==> src/rtl/instruction_decode.sv <==
// RV32I decode stage: registers each fetched pc/insn pair and decodes it into
// register fields, immediate, ALU opcode, class flags and an illegal flag.
// Register-file read addresses are driven combinationally so a synchronous
// register file lines its operands up with the registered decode outputs.
module instruction_decode #(
    parameter bit ENABLE_M = 1'b1
) (
    input  logic        clk,
    input  logic        reset,
    input  logic        run_in,
    input  logic        stall,
    input  logic        flush,
    input  logic [31:0] pc_in,
    input  logic [31:0] insn_in,
    output logic [4:0]  rs1_addr,
    output logic [4:0]  rs2_addr,
    output logic        valid_out,
    output logic [31:0] pc_out,
    output logic [4:0]  rd,
    output logic [4:0]  rs1,
    output logic [4:0]  rs2,
    output logic [31:0] imm,
    output logic [2:0]  funct3,
    output logic [4:0]  alu_op,
    output logic        rd_we,
    output logic        is_lui,
    output logic        is_auipc,
    output logic        is_jal,
    output logic        is_jalr,
    output logic        is_branch,
    output logic        is_load,
    output logic        is_store,
    output logic        is_op_imm,
    output logic        is_op,
    output logic        is_system,
    output logic [1:0]  mem_width,
    output logic        mem_unsigned,
    output logic        illegal
);

    localparam int unsigned XLEN    = 32;
    localparam int unsigned REG_W   = 5;
    localparam int unsigned ALU_W   = 5;
    localparam int unsigned FLAGS_W = 10;

    // Bit positions inside the packed class-flag vector
    localparam int unsigned F_LUI    = 9;
    localparam int unsigned F_AUIPC  = 8;
    localparam int unsigned F_JAL    = 7;
    localparam int unsigned F_JALR   = 6;
    localparam int unsigned F_BRANCH = 5;
    localparam int unsigned F_LOAD   = 4;
    localparam int unsigned F_STORE  = 3;
    localparam int unsigned F_OP_IMM = 2;
    localparam int unsigned F_OP     = 1;
    localparam int unsigned F_SYSTEM = 0;

    localparam logic [6:0] OPC_LUI    = 7'b0110111;
    localparam logic [6:0] OPC_AUIPC  = 7'b0010111;
    localparam logic [6:0] OPC_JAL    = 7'b1101111;
    localparam logic [6:0] OPC_JALR   = 7'b1100111;
    localparam logic [6:0] OPC_BRANCH = 7'b1100011;
    localparam logic [6:0] OPC_LOAD   = 7'b0000011;
    localparam logic [6:0] OPC_STORE  = 7'b0100011;
    localparam logic [6:0] OPC_OP_IMM = 7'b0010011;
    localparam logic [6:0] OPC_OP     = 7'b0110011;
    localparam logic [6:0] OPC_FENCE  = 7'b0001111;
    localparam logic [6:0] OPC_SYSTEM = 7'b1110011;

    // Pipeline register
    logic               valid_q,        valid_d;
    logic [XLEN-1:0]    pc_q,           pc_d;
    logic [REG_W-1:0]   rd_q,           rd_d;
    logic [REG_W-1:0]   rs1_q,          rs1_d;
    logic [REG_W-1:0]   rs2_q,          rs2_d;
    logic [XLEN-1:0]    imm_q,          imm_d;
    logic [2:0]         funct3_q,       funct3_d;
    logic [ALU_W-1:0]   alu_op_q,       alu_op_d;
    logic               rd_we_q,        rd_we_d;
    logic [FLAGS_W-1:0] flags_q,        flags_d;
    logic [1:0]         mem_width_q,    mem_width_d;
    logic               mem_unsigned_q, mem_unsigned_d;
    logic               illegal_q,      illegal_d;

    // Combinational decode of insn_in
    logic [6:0]         opcode;
    logic [2:0]         f3;
    logic [6:0]         f7;
    logic [XLEN-1:0]    imm_i, imm_s, imm_b, imm_u, imm_j;
    logic [XLEN-1:0]    dec_imm;
    logic [ALU_W-1:0]   dec_alu;
    logic [FLAGS_W-1:0] dec_flags;
    logic               dec_we;
    logic [1:0]         dec_mw;
    logic               dec_mu;
    logic               dec_ill;

    // Decode fields, immediate, class and legality from the fetched word
    always_comb begin
        opcode    = insn_in[6:0];
        f3        = insn_in[14:12];
        f7        = insn_in[31:25];
        imm_i     = {{20{insn_in[31]}}, insn_in[31:20]};
        imm_s     = {{20{insn_in[31]}}, insn_in[31:25], insn_in[11:7]};
        imm_b     = {{19{insn_in[31]}}, insn_in[31], insn_in[7], insn_in[30:25], insn_in[11:8], 1'b0};
        imm_u     = {insn_in[31:12], 12'b0};
        imm_j     = {{11{insn_in[31]}}, insn_in[31], insn_in[19:12], insn_in[20], insn_in[30:21], 1'b0};
        dec_imm   = '0;
        dec_alu   = '0;
        dec_flags = '0;
        dec_we    = 1'b0;
        dec_mw    = 2'b00;
        dec_mu    = 1'b0;
        dec_ill   = (insn_in[1:0] != 2'b11);

        case (opcode)
            OPC_LUI: begin
                dec_flags[F_LUI] = 1'b1;
                dec_imm          = imm_u;
                dec_we           = 1'b1;
            end
            OPC_AUIPC: begin
                dec_flags[F_AUIPC] = 1'b1;
                dec_imm            = imm_u;
                dec_we             = 1'b1;
            end
            OPC_JAL: begin
                dec_flags[F_JAL] = 1'b1;
                dec_imm          = imm_j;
                dec_we           = 1'b1;
            end
            OPC_JALR: begin
                dec_flags[F_JALR] = 1'b1;
                dec_imm           = imm_i;
                dec_we            = 1'b1;
                if (f3 != 3'b000) dec_ill = 1'b1;
            end
            OPC_BRANCH: begin
                dec_flags[F_BRANCH] = 1'b1;
                dec_imm             = imm_b;
                if (f3 == 3'b010 || f3 == 3'b011) dec_ill = 1'b1;
            end
            OPC_LOAD: begin
                dec_flags[F_LOAD] = 1'b1;
                dec_imm           = imm_i;
                dec_we            = 1'b1;
                dec_mw            = f3[1:0];
                dec_mu            = f3[2];
                if (f3 == 3'b011 || f3 == 3'b110 || f3 == 3'b111) dec_ill = 1'b1;
            end
            OPC_STORE: begin
                dec_flags[F_STORE] = 1'b1;
                dec_imm            = imm_s;
                dec_mw             = f3[1:0];
                dec_mu             = f3[2];
                if (f3 > 3'b010) dec_ill = 1'b1;
            end
            OPC_OP_IMM: begin
                dec_flags[F_OP_IMM] = 1'b1;
                dec_imm             = imm_i;
                dec_we              = 1'b1;
                dec_alu             = {1'b0, (f3 == 3'b101) ? insn_in[30] : 1'b0, f3};
                if (f3 == 3'b001 && f7 != 7'h00) dec_ill = 1'b1;
                if (f3 == 3'b101 && f7 != 7'h00 && f7 != 7'h20) dec_ill = 1'b1;
            end
            OPC_OP: begin
                dec_flags[F_OP] = 1'b1;
                dec_we          = 1'b1;
                dec_alu         = {(f7 == 7'h01), f7[5], f3};
                case (f7)
                    7'h00:   ;
                    7'h20:   if (f3 != 3'b000 && f3 != 3'b101) dec_ill = 1'b1;
                    7'h01:   if (!ENABLE_M) dec_ill = 1'b1;
                    default: dec_ill = 1'b1;
                endcase
            end
            OPC_FENCE: ;
            OPC_SYSTEM: begin
                dec_flags[F_SYSTEM] = 1'b1;
                dec_imm             = imm_i;
            end
            default: dec_ill = 1'b1;
        endcase

        // An illegal word is passed down as a live slot with no side effects
        if (dec_ill) begin
            dec_flags = '0;
            dec_we    = 1'b0;
            dec_mw    = 2'b00;
            dec_mu    = 1'b0;
        end
        if (insn_in[11:7] == 5'd0) dec_we = 1'b0;
    end

    // Next pipeline-register state: flush > stall > load (idle fetch loads a bubble)
    always_comb begin
        valid_d        = valid_q;
        pc_d           = pc_q;
        rd_d           = rd_q;
        rs1_d          = rs1_q;
        rs2_d          = rs2_q;
        imm_d          = imm_q;
        funct3_d       = funct3_q;
        alu_op_d       = alu_op_q;
        rd_we_d        = rd_we_q;
        flags_d        = flags_q;
        mem_width_d    = mem_width_q;
        mem_unsigned_d = mem_unsigned_q;
        illegal_d      = illegal_q;

        if (flush || (!stall && !run_in)) begin
            valid_d   = 1'b0;
            rd_we_d   = 1'b0;
            illegal_d = 1'b0;
            flags_d   = '0;
        end else if (!stall) begin
            valid_d        = 1'b1;
            pc_d           = pc_in;
            rd_d           = insn_in[11:7];
            rs1_d          = insn_in[19:15];
            rs2_d          = insn_in[24:20];
            imm_d          = dec_imm;
            funct3_d       = f3;
            alu_op_d       = dec_alu;
            rd_we_d        = dec_we;
            flags_d        = dec_flags;
            mem_width_d    = dec_mw;
            mem_unsigned_d = dec_mu;
            illegal_d      = dec_ill;
        end
    end

    // Pipeline register with synchronous reset
    always_ff @(posedge clk) begin
        if (reset) begin
            valid_q        <= 1'b0;
            pc_q           <= '0;
            rd_q           <= '0;
            rs1_q          <= '0;
            rs2_q          <= '0;
            imm_q          <= '0;
            funct3_q       <= '0;
            alu_op_q       <= '0;
            rd_we_q        <= 1'b0;
            flags_q        <= '0;
            mem_width_q    <= '0;
            mem_unsigned_q <= 1'b0;
            illegal_q      <= 1'b0;
        end else begin
            valid_q        <= valid_d;
            pc_q           <= pc_d;
            rd_q           <= rd_d;
            rs1_q          <= rs1_d;
            rs2_q          <= rs2_d;
            imm_q          <= imm_d;
            funct3_q       <= funct3_d;
            alu_op_q       <= alu_op_d;
            rd_we_q        <= rd_we_d;
            flags_q        <= flags_d;
            mem_width_q    <= mem_width_d;
            mem_unsigned_q <= mem_unsigned_d;
            illegal_q      <= illegal_d;
        end
    end

    // While stalled the register file must keep reading the held instruction's sources
    assign rs1_addr = stall ? rs1_q : insn_in[19:15];
    assign rs2_addr = stall ? rs2_q : insn_in[24:20];

    assign valid_out    = valid_q;
    assign pc_out       = pc_q;
    assign rd           = rd_q;
    assign rs1          = rs1_q;
    assign rs2          = rs2_q;
    assign imm          = imm_q;
    assign funct3       = funct3_q;
    assign alu_op       = alu_op_q;
    assign rd_we        = rd_we_q;
    assign is_lui       = flags_q[F_LUI];
    assign is_auipc     = flags_q[F_AUIPC];
    assign is_jal       = flags_q[F_JAL];
    assign is_jalr      = flags_q[F_JALR];
    assign is_branch    = flags_q[F_BRANCH];
    assign is_load      = flags_q[F_LOAD];
    assign is_store     = flags_q[F_STORE];
    assign is_op_imm    = flags_q[F_OP_IMM];
    assign is_op        = flags_q[F_OP];
    assign is_system    = flags_q[F_SYSTEM];
    assign mem_width    = mem_width_q;
    assign mem_unsigned = mem_unsigned_q;
    assign illegal      = illegal_q;

endmodule

==> config.mk <==
export PLATFORM = sky130hd
export DESIGN_NAME = instruction_decode
export DESIGN_NICKNAME = d
export VERILOG_FILES = /design/src/rtl/instruction_decode.sv
export SDC_FILE = /design/constraint.sdc
export NUM_CORES = 1
export LEC_CHECK = 0
export ABC_AREA = 1
export ABC_CLOCK_PERIOD_IN_PS = 3600
export BUFFER_PORTS_ARGS = -buffer_cell sky130_fd_sc_hd__buf_4
export CELL_PAD_IN_SITES_DETAIL_PLACEMENT = 1
export CELL_PAD_IN_SITES_GLOBAL_PLACEMENT = 2
export CORE_MARGIN = 2
export CORE_UTILIZATION = 27
export DETAILED_ROUTE_END_ITERATION = 12
export HOLD_SLACK_MARGIN = 0.12
export PLACE_DENSITY = 0.84
export SYNTH_ARGS = -nofsm -noshare
export SYNTH_HDL_FRONTEND = slang
export SYNTH_SLANG_ARGS = --single-unit
==> constraint.sdc <==
create_clock -name clk -period 3.6 [get_ports clk]
set_clock_uncertainty 0.2 [all_clocks]
set_input_delay 0.9 -clock clk [delete_from_list [all_inputs] [get_ports clk]]
set_output_delay 0.9 -clock clk [all_outputs]
set_load 0.05 [all_outputs]
== Word level (Yosys, flattened, before mapping) ==
Index checks and enable logic that the tools add are counted.

* Bits in registers: 103
* Bits of input ports: 69
* Output and inout port bits: 113
* Word-level logic and storage cells: 93

* Order comparisons: 1
* Equality and inequality tests: 22
* Muxes and demuxes: 32
* Bitwise operators: 2
* Reduce and logical (&&, ||, !) cells: 23

{| class="wikitable"
|+ Operators with widths
! kind !! count
|-
| $pmux W32 S5 || 1
|-
| $eq A7 B6 Y1 const B || 4
|-
| $eq A7 B7 Y1 const B || 4
|-
| $mux W1 || 23
|-
| $eq A7 B5 Y1 const B || 2
|-
| $mux W10 || 1
|-
| $mux W5 || 2
|-
| $pmux W5 S2 || 1
|-
| $eq A3 B3 Y1 const B || 3
|-
| $reduce_or A2 Y1 || 4
|-
| $eq A7 B1 Y1 const B || 1
|-
| $eq A7 B2 Y1 const B || 1
|-
| $eq A7 B4 Y1 const B || 1
|-
| $logic_not A7 Y1 || 1
|-
| $ne A7 B6 Y1 const B || 1
|-
| $pmux W1 S7 || 1
|-
| $reduce_bool A7 Y1 || 1
|-
| $reduce_or A7 Y1 || 1
|-
| $eq A3 B2 Y1 const B || 2
|-
| $logic_and A1 B1 Y1 || 5
|-
| $logic_not A5 Y1 || 1
|-
| $reduce_or A5 Y1 || 1
|-
| $logic_or A1 B1 Y1 || 4
|-
| $mux W2 || 2
|-
| 10 further kinds || 12
|}

== Logic depth before layout (Yosys ltp) ==
Gate-level depths: netlist of the first run.

* Depth in word-level cells: 7
* Gate-level depth with buffers: 13
* Mapped depth without buffers: 13

== Worst setup path before layout of the first run ==
No wires, ideal clock.

* Path kind: input port to output port
* Start: in stall
* End: out rs1_addr[1]
* Arrival: 2.448 ns
* Data required time: 2.500 ns
* Slack: 0.052 ns
* Cell stages on the path: 4
* Buffers on the path: 2
* Cell sequence: buf_2 > inv_1 > clkbuf_1 > o21ai_0

* Longest elaborated chain between the ends: 1

{| class="wikitable"
|+ Ends and longest elaborated chain
! what !! line !! source
|-
| start, declared || 11 || <nowiki>input logic stall,</nowiki>
|-
| $mux W5 || - ||
|-
| end, declared || 15 || <nowiki>output logic [4:0] rs1_addr,</nowiki>
|}

No other way between the ends.

== Worst setup path after layout of the first run ==
* Start: in stall
* End: out rs2_addr[3]

* Longest elaborated chain between the ends: 1

{| class="wikitable"
|+ Ends and longest elaborated chain
! what !! line !! source
|-
| $mux W5 || - ||
|-
| end, declared || 16 || <nowiki>output logic [4:0] rs2_addr,</nowiki>
|}

No other way between the ends.

==> impl_metrics.tcl, run 1 <==
set metrics [dict create \
    grt_max_degree 81 \
    dp_slack_ns 0.3464 \
    internal_power_mw 1.849 \
    synth_compound_area_frac 0.1595 \
    r2r-start "rs2[3]$_SDFFE_PP0N_" \
    cts_tree "done" \
    timing.hold.ws_ns 0.2694 \
    worstMarginPinSlew_ns 0.8199 \
    layout_common_cells "205 x nand2_1, 187 x buf_4, 103 x dfxtp_1" \
    drtAntennaViolNets 0 \
    clk_pin_slew_ns 0.07 \
    cts_root_buf "clkbuf_16" \
    dp.cells 1006 \
    end_kind "output port" \
    cts_setup_buffers 0 \
    max-slew-margin-rel 0.4534 \
    syn-instance-count 634 \
    die_w_um 134.2 \
    crit_path_start_kind "input port" \
    cp.arrival_ns 2.16 \
    cts_sinks 103 \
    run_status "finished, final reports clean" \
    holdPathStages 2 \
    critPathSlowestCell "inv_1" \
    io_pins 182 \
    yosys-top-cells-area "dfxtp_1 45%, nand2_1 17%, a21oi_1 10%" \
    overflow 0 \
    clk_path_buf_depth 2 \
    synth_fa_ha_area_frac 0 \
    path_class "input port to output port" \
    cts_made_buffers 9 \
    core_um2 16580 \
    final_common_cell "nand2_1" \
    drcViolationCount 0 \
    synth_top_cell_by_area "dfxtp_1" \
    grt_pass1_wl_um 26030 \
    synth_mux_area_frac 0 \
    die_area_um2 18000 \
    worst_slack_ns 0.3378 \
    instances_no_fill 1021 \
    syn_to_final_growth_pct 39.55 \
    cts.htree.levels 3 \
    ctsResizeCount 0 \
    synth-xor-area-share 0 \
    num_rows 47 \
    antenna_found_initial 0 \
    path_cells "buf_4 -> inv_1 -> o21ai_0 -> buf_4" \
    syn-num-nets 703 \
    clock_latency_ns 0.34 \
    busiest_layer "met2" \
    ir_worst_vdd_mv 0.2146 \
    grt_pass1_vias 5047 \
    antennaDiodeCount 0 \
    cap_violations 0 \
    wl_per_cell_um 15.98 \
    fin_crit_ns 3.262 \
    crit_top_cell "buf_4" \
    required_ns 2.50 \
    drive_gt1_frac 0.3246 \
    dp_hpwl_um 12580 \
    port_buffers 181 \
    fin_nets 866 \
    first_pass_iters 4 \
    synth-simple-area-share 0.3192 \
    start_util 0.2758 \
    ys_seq_elements 103 \
    ys_types 27 \
    die_y_um 134.2 \
    fmax_mhz 306.5 \
    drt-vias-per-instance 4.695 \
    setup_viol 0 \
    synth-seq-area-share 0.4508 \
    drtIter0Drc 222 \
    syn-cell-area_um2 4574 \
    use_met2 0.3228 \
    hold_path_class "flop to flop" \
    p_leak_nw 2.844 \
    hold_start "mem_width[0]$_SDFFE_PP0P_" \
    pwr-share-comb 0.174 \
    power_density_nw_per_um2 409.6 \
    grt_use_met1 0.2140 \
    rsz0062_at_grt "no" \
    power.switching_uw 765.8 \
    synth_top_family_by_area "simple AND/OR/NAND/NOR gates" \
    avgSynthCellArea_um2 7.215 \
    rr_worst_depth 4 \
    critPathMaxStageDelay_ns 0.55 \
    vias 4794 \
    slew_viol_final 0 \
    synth_top_area_share 0.4508 \
    tns_ns 0 \
    ys.warnings.count 0 \
    final_hold_viol_count 0 \
    cts_hold_buffers 0 \
    p_seq_frac 0.455 \
    fin_crit_sh 0.9062 \
    grt.total_usage 0.1812 \
    power_frac_clock 0.371 \
    startpoint "stall" \
    path_max_fanout 26 \
    gp_congestion 0.8401 \
    routed_wl_um 16320 \
    switching_share 0.2929 \
    met3_usage 0.03704 \
]
==> synth_stat cells, drive strengths merged <==
| cell | instances |
|---|---|
| a21oi | 95 |
| nand2 | 222 |
| nand3 | 43 |
| a22oi | 1 |
| o31ai | 1 |
| a31oi | 6 |
| a21boi | 1 |
| nand4 | 5 |
| dfxtp | 103 |
| inv | 43 |
| nor3 | 6 |
| o211ai | 3 |
| clkbuf | 23 |
| buf | 12 |
| nor2 | 38 |
| o21ai | 32 |
==> critical path, delay by kind of cell <==
kind                   cells  cell delay [ns]
buffers and inverters      3             0.99
AOI/OAI and AO/OA          1             0.27
==> through the flow <==
stage / util / power [mW] / instance area, um2
after detailed placement: 0.3675 / 1.674 / 6095
after CTS: 0.3849 / 2.650 / 6384
after global placement: 0.3675 / 1.665 / 6095
after global routing: 0.3849 / 2.722 / 6384
final: 0.3849 / 2.615 / 6384
after floorplan: - / 1.493 / 4574
==> registers in the layout, summed over array words and instances, names as in the netlist <==
name / cells
imm: 32
rs2: 5
illegal: 1
pc_out: 32
rd_we: 1
valid_out: 1
funct3: 3
alu_op: 5
rd: 5
rs1: 5
flags_q: 10
mem_width: 2
mem_unsigned: 1
==> metal layers <==
| layer | vias to the layer above | share of wire | routed length, um |
|---|---|---|---|
| met3 | 22 | 0.045 | 730 |
| met4 | 0 | 0.020 | 331 |
| met5 | - | 0 | 0 |
| met1 | 2280 | 0.42 | 6828 |
| met2 | 109 | 0.52 | 8427 |
| li1 | 2383 | - | - |
==> power by group through the flow <==
stage | clock, mW | combinational [mW] | sequential (mW)
CTS | 1.00 | 0.460 | 1.19
global route | 1.04 | 0.487 | 1.19
global placement | 0 | 0.451 | 1.21
detailed placement | 0 | 0.459 | 1.22
finish | 0.971 | 0.454 | 1.19
floorplan | 0 | 0.170 | 1.32
==> worst paths after layout <==
check | endpoint | slack (ns)
worst max register to register | rs2[3]$_SDFFE_PP0N_ | 2.43
worst max-delay path | rs2_addr[3] | 0.34
worst min register to register | mem_width[0]$_SDFFE_PP0P_ | 0.27
worst min-delay path | mem_width[0]$_SDFFE_PP0P_ | 0.27
==> layout make-up <==
cell class	count	area, um2
inverter	43	161.4
fill	2087	10200
tap	220	275.3
timing repair buffer	187	1404
sequential	103	2062
multi-input combinational	453	2192
clock inverter	5	60.06
clock buffer	10	229.0
==> cells by family (layout without fill, tap and decap cells) <==
kind of cell           Yosys count  count (layout)
and+or+nand+nor                314             314
AOI/OAI and AO/OA              139             139
DFF                            103             103
buffers and inverters           78             245
Note: power is estimated with default switching activity, not from simulation.
==> run 2: changes to the inputs <==
- ABC_CLOCK_PERIOD_IN_PS: 3600 -> 4000
- SKIP_CTS_REPAIR_TIMING: unset -> 1
- clock period: 3.6 -> 4 ns (I/O delays scaled with it)
==> run 2 against run 1 <==
Net effect:
- core utilization hardly changed
- setup slack improved by 0.23 ns
- combinational power is 9.9% lower
- via count grew 0.44%
- non-clock buffer count decreased by 1
- total power down 10%
- count of clock-buffer cells in the layout stayed put
- wire length increased by 0.39%
- worst hold slack worse by 0.0043 ns
- cell area fell by 0.12%
- global-route usage shrank 0.17 points
- critical endpoint is now rs2_addr[1]
==> impl_metrics.tcl, run 2 (same netlist as run 1, synthesis figures left out) <==
set metrics [dict create \
    run_status "finished, final reports clean" \
    worstMarginPinSlew_ns 0.8456 \
    crit_buf_inv 3 \
    fmax_mhz 291.0 \
    cts.htree.levels 3 \
    critPathMaxStageDelay_ns 0.54 \
    p_leak_nw 2.827 \
    cts_sinks 103 \
    die_area_um2 18000 \
    layout_common_cells "205 x nand2_1, 186 x buf_4, 103 x dfxtp_1" \
    grt.total_usage 0.1795 \
    vias 4815 \
    path_cells "buf_4 -> inv_1 -> o21ai_0 -> buf_4" \
    multiInputGateArea_um2 2192 \
    antennaDiodeCount 0 \
    setup_viol 0 \
    grt_max_degree 81 \
    drtAntennaViolNets 0 \
    drtIter0Drc 219 \
    tns_ns 0 \
    slew_viol_final 0 \
    crit_top_cell "buf_4" \
    fin_nets 865 \
    dp_hpwl_um 12550 \
    ir_worst_vdd_mv 0.1982 \
    timing.hold.ws_ns 0.2651 \
    max-slew-margin-rel 0.4363 \
    fin_crit_ns 3.437 \
    io_pins 182 \
    cts_root_buf "clkbuf_16" \
    crit_family "buffers and inverters" \
    wl_per_cell_um 16.06 \
    cp.arrival_ns 2.24 \
    syn_to_final_growth_pct 39.39 \
    grt_pass1_vias 4842 \
    fin_crit_sh 0.8592 \
    n_fill_cell 2125 \
    start_util 0.2758 \
    hold_path_class "flop to flop" \
    dp.cells 1005 \
    cap_violations 0 \
    die_w_um 134.2 \
    die_y_um 134.2 \
    end_kind "output port" \
    port_buffers 181 \
    rsz0062_at_grt "no" \
    clock_latency_ns 0.35 \
    final_hold_viol_count 0 \
    crit_path_start_kind "input port" \
    cts_tree "done" \
    num_rows 47 \
    drive_gt1_frac 0.3238 \
    path_max_fanout 26 \
    antenna_found_initial 0 \
    drt-vias-per-instance 4.721 \
    power_density_nw_per_um2 368.9 \
    grt_pass1_wl_um 25410 \
    cts_made_buffers 9 \
    final_common_cell "nand2_1" \
    first_pass_iters 4 \
    critPathSlowestCell "inv_1" \
    clk_path_buf_depth 2 \
    overflow 0 \
    regArea_um2 2062 \
    routed_wl_um 16380 \
    core_um2 16580 \
    required_ns 2.80 \
    path_class "input port to output port" \
    instances_no_fill 1020 \
    clk_pin_slew_ns 0.07 \
    drcViolationCount 0 \
    gp_congestion 0.8160 \
]
==> run 2: final timing paths <==
kind / from / endpoint / slack, ns / cells after the start
max: stall / rs2_addr[1] / 0.56 / 4
min: imm[5]$_SDFFE_PP0P_ / imm[5]$_SDFFE_PP0P_ / 0.27 / 2
max reg2reg: rs2[1]$_SDFFE_PP0N_ / rs2[1]$_SDFFE_PP0N_ / 2.84 / 4
min reg2reg: imm[5]$_SDFFE_PP0P_ / imm[5]$_SDFFE_PP0P_ / 0.27 / 2
==> run 2: worst reg2reg max path, stage by stage (launching register included) <==
cell and delay, ns:
dfxtp_1 0.34, inv_1 0.06, o21ai_0 0.22, o21ai_0 0.14
a21oi_1 0.14
==> run 2: where the power goes <==
part           switching (mW)  leakage, nW  internal (mW)  total, mW
Sequential             0.0165        0.836           1.05       1.07
Combinational           0.283         1.86          0.126      0.409
Clock                   0.390        0.127          0.482      0.872
==> run 2: area by class of cell <==
class / count / share of cell area
Multi-Input combinational cell: 453 / 0.3438
Sequential cell: 103 / 0.3234
Timing Repair Buffer: 186 / 0.2190
Tap cell: 220 / 0.04317
Clock buffer: 10 / 0.03591
Inverter: 43 / 0.02531
Clock inverter: 5 / 0.009419
==> run 2: stage by stage <==
step	utilization	setup slack (ns)	power [mW]	area, um2
final	0.3845	0.5630	2.352	6376
after global routing	0.3845	0.4094	2.456	6376
after CTS	0.3845	0.5595	2.389	6376
after detailed placement	0.3671	0.5615	1.507	6087
after global placement	0.3671	0.6210	1.498	6087
after floorplan	-	0.2522	1.344	4574
==> run 2: metal layers <==
layer	global-route usage	vias to the layer above	part of all wire
li1	-	2378	-
met2	0.3163	109	0.52
met5	0	-	0
met4	0.05614	0	0.011
met1	0.2163	2316	0.42
met3	0.04157	12	0.046
==> run 3: changes to the inputs <==
- BUFFER_PORTS_ARGS: -buffer_cell sky130_fd_sc_hd__buf_4 -> unset
- CELL_PAD_IN_SITES_DETAIL_PLACEMENT: 1 -> unset
- CELL_PAD_IN_SITES_GLOBAL_PLACEMENT: 2 -> unset
- CORE_UTILIZATION: 27 -> 50
- DONT_BUFFER_PORTS: unset -> 1
- PLACE_DENSITY: 0.84 -> 0.65
==> run 3 against run 2 <==
Net effect:
- combinational power is 60% lower
- total power shrank 14%
- die area shrank 45%
- highest routed layer unchanged
==> impl_metrics.tcl, run 3 (same netlist as run 1, synthesis figures left out) <==
set metrics [dict create \
    run_status "finished, final reports clean" \
    syn_to_final_growth_pct 4.759 \
    crit_family "compound AO/OA/AOI/OAI gates" \
    timing.hold.ws_ns 0.5067 \
    start_util 0.5195 \
    vias 4052 \
    final_hold_viol_count 0 \
    gp_congestion 0.8378 \
    path_class "input port to output port" \
    p_leak_nw 1.865 \
    first_pass_iters 5 \
    core_um2 8806 \
    path_max_fanout 26 \
    drt-vias-per-instance 5.574 \
    drtAntennaViolNets 0 \
    drtIter0Drc 210 \
    final_common_cell "nand2_1" \
    cts_made_buffers 9 \
    ir_worst_vdd_mv 0.2032 \
    cp.arrival_ns 2.21 \
    num_rows 34 \
    hold_path_class "input port to flop" \
    fin_crit_ns 3.415 \
    io_pins 182 \
    critPathSlowestCell "o21ai_1" \
    routed_wl_um 11690 \
    grt.total_usage 0.2273 \
    overflow 0 \
    cap_violations 0 \
    clk_path_buf_depth 2 \
    instances_no_fill 727 \
    required_ns 2.80 \
    cts_tree "done" \
    port_buffers 0 \
    drcViolationCount 0 \
    antenna_found_initial 0 \
    clk_pin_slew_ns 0.10 \
    cts_root_buf "clkbuf_8" \
    grt_pass1_wl_um 18360 \
    tns_ns 0 \
    fin_nets 683 \
    crit_path_start_kind "input port" \
    antennaDiodeCount 0 \
    drive_gt1_frac 0.1276 \
    power_density_nw_per_um2 421.8 \
    clock_latency_ns 0.35 \
    worst_slack_ns 0.5851 \
    path_cells "inv_1 -> o21ai_1" \
    fmax_mhz 292.8 \
    die_area_um2 9930 \
    fin_crit_sh 0.8537 \
    dp_hpwl_um 8583 \
    rsz0062_at_grt "no" \
    reg2reg_slack_ns 1.77 \
    worstMarginPinSlew_ns 1.037 \
    die_y_um 99.65 \
    cts.htree.levels 3 \
    end_kind "output port" \
    dp.cells 711 \
    max-slew-margin-rel 0.3039 \
    dp_slack_ns 0.6284 \
    critPathMaxStageDelay_ns 0.93 \
    grt_pass1_vias 3666 \
    slew_viol_final 0 \
    wl_per_cell_um 16.08 \
    layout_common_cells "205 x nand2_1, 103 x dfxtp_1, 95 x a21oi_1" \
    crit_buf_inv 1 \
    die_w_um 99.65 \
    cts_sinks 103 \
    setup_viol 0 \
    grt_max_degree 81 \
    n_fill_cell 882 \
]
-- run 3: power by group --
group | switching (mW) | internal, mW | total [mW]
Combinational | 0.122 | 0.0393 | 0.162
Clock | 0.370 | 0.316 | 0.686
Sequential | 0.120 | 1.05 | 1.17
-- run 3: area by class of cell --
type	count	area, um2	share of cell area
inverters	43	161.4	0.03368
flip-flops and latches	103	2062	0.4303
multi-input cells	453	2192	0.4574
clock buffers	10	137.6	0.02872
clock inverters	6	73.82	0.01540
well taps	108	135.1	0.02820
repair buffers	4	30.03	0.006266
-- run 3: path summary, 6_finish.rpt --
check                 startpoint                    to  depth (start not counted)
min reg2reg   rd_we$_SDFFE_PP0N_    rd_we$_SDFFE_PP0N_                          2
max                        stall           rs2_addr[4]                          2
max reg2reg  rs2[4]$_SDFFE_PP0N_   rs2[4]$_SDFFE_PP0N_                          4
min                        reset  imm[15]$_SDFFE_PP0P_                          1
-- run 3: metrics by stage --
stage                     area (um2)  utilization  total power [mW]
after floorplan                 4574            -             1.344
after global placement          4581       0.5202             1.355
after detailed placement        4581       0.5202             1.360
after CTS                       4792       0.5442             2.036
after global routing            4792       0.5442             2.097
final                           4792       0.5442             2.021
-- run 3: per-layer routing --
layer	GRT usage	wire [um]
met1	0.2895	4851
met2	0.3612	5407
met3	0.07871	1223
met4	0.07587	210
met5	0	0
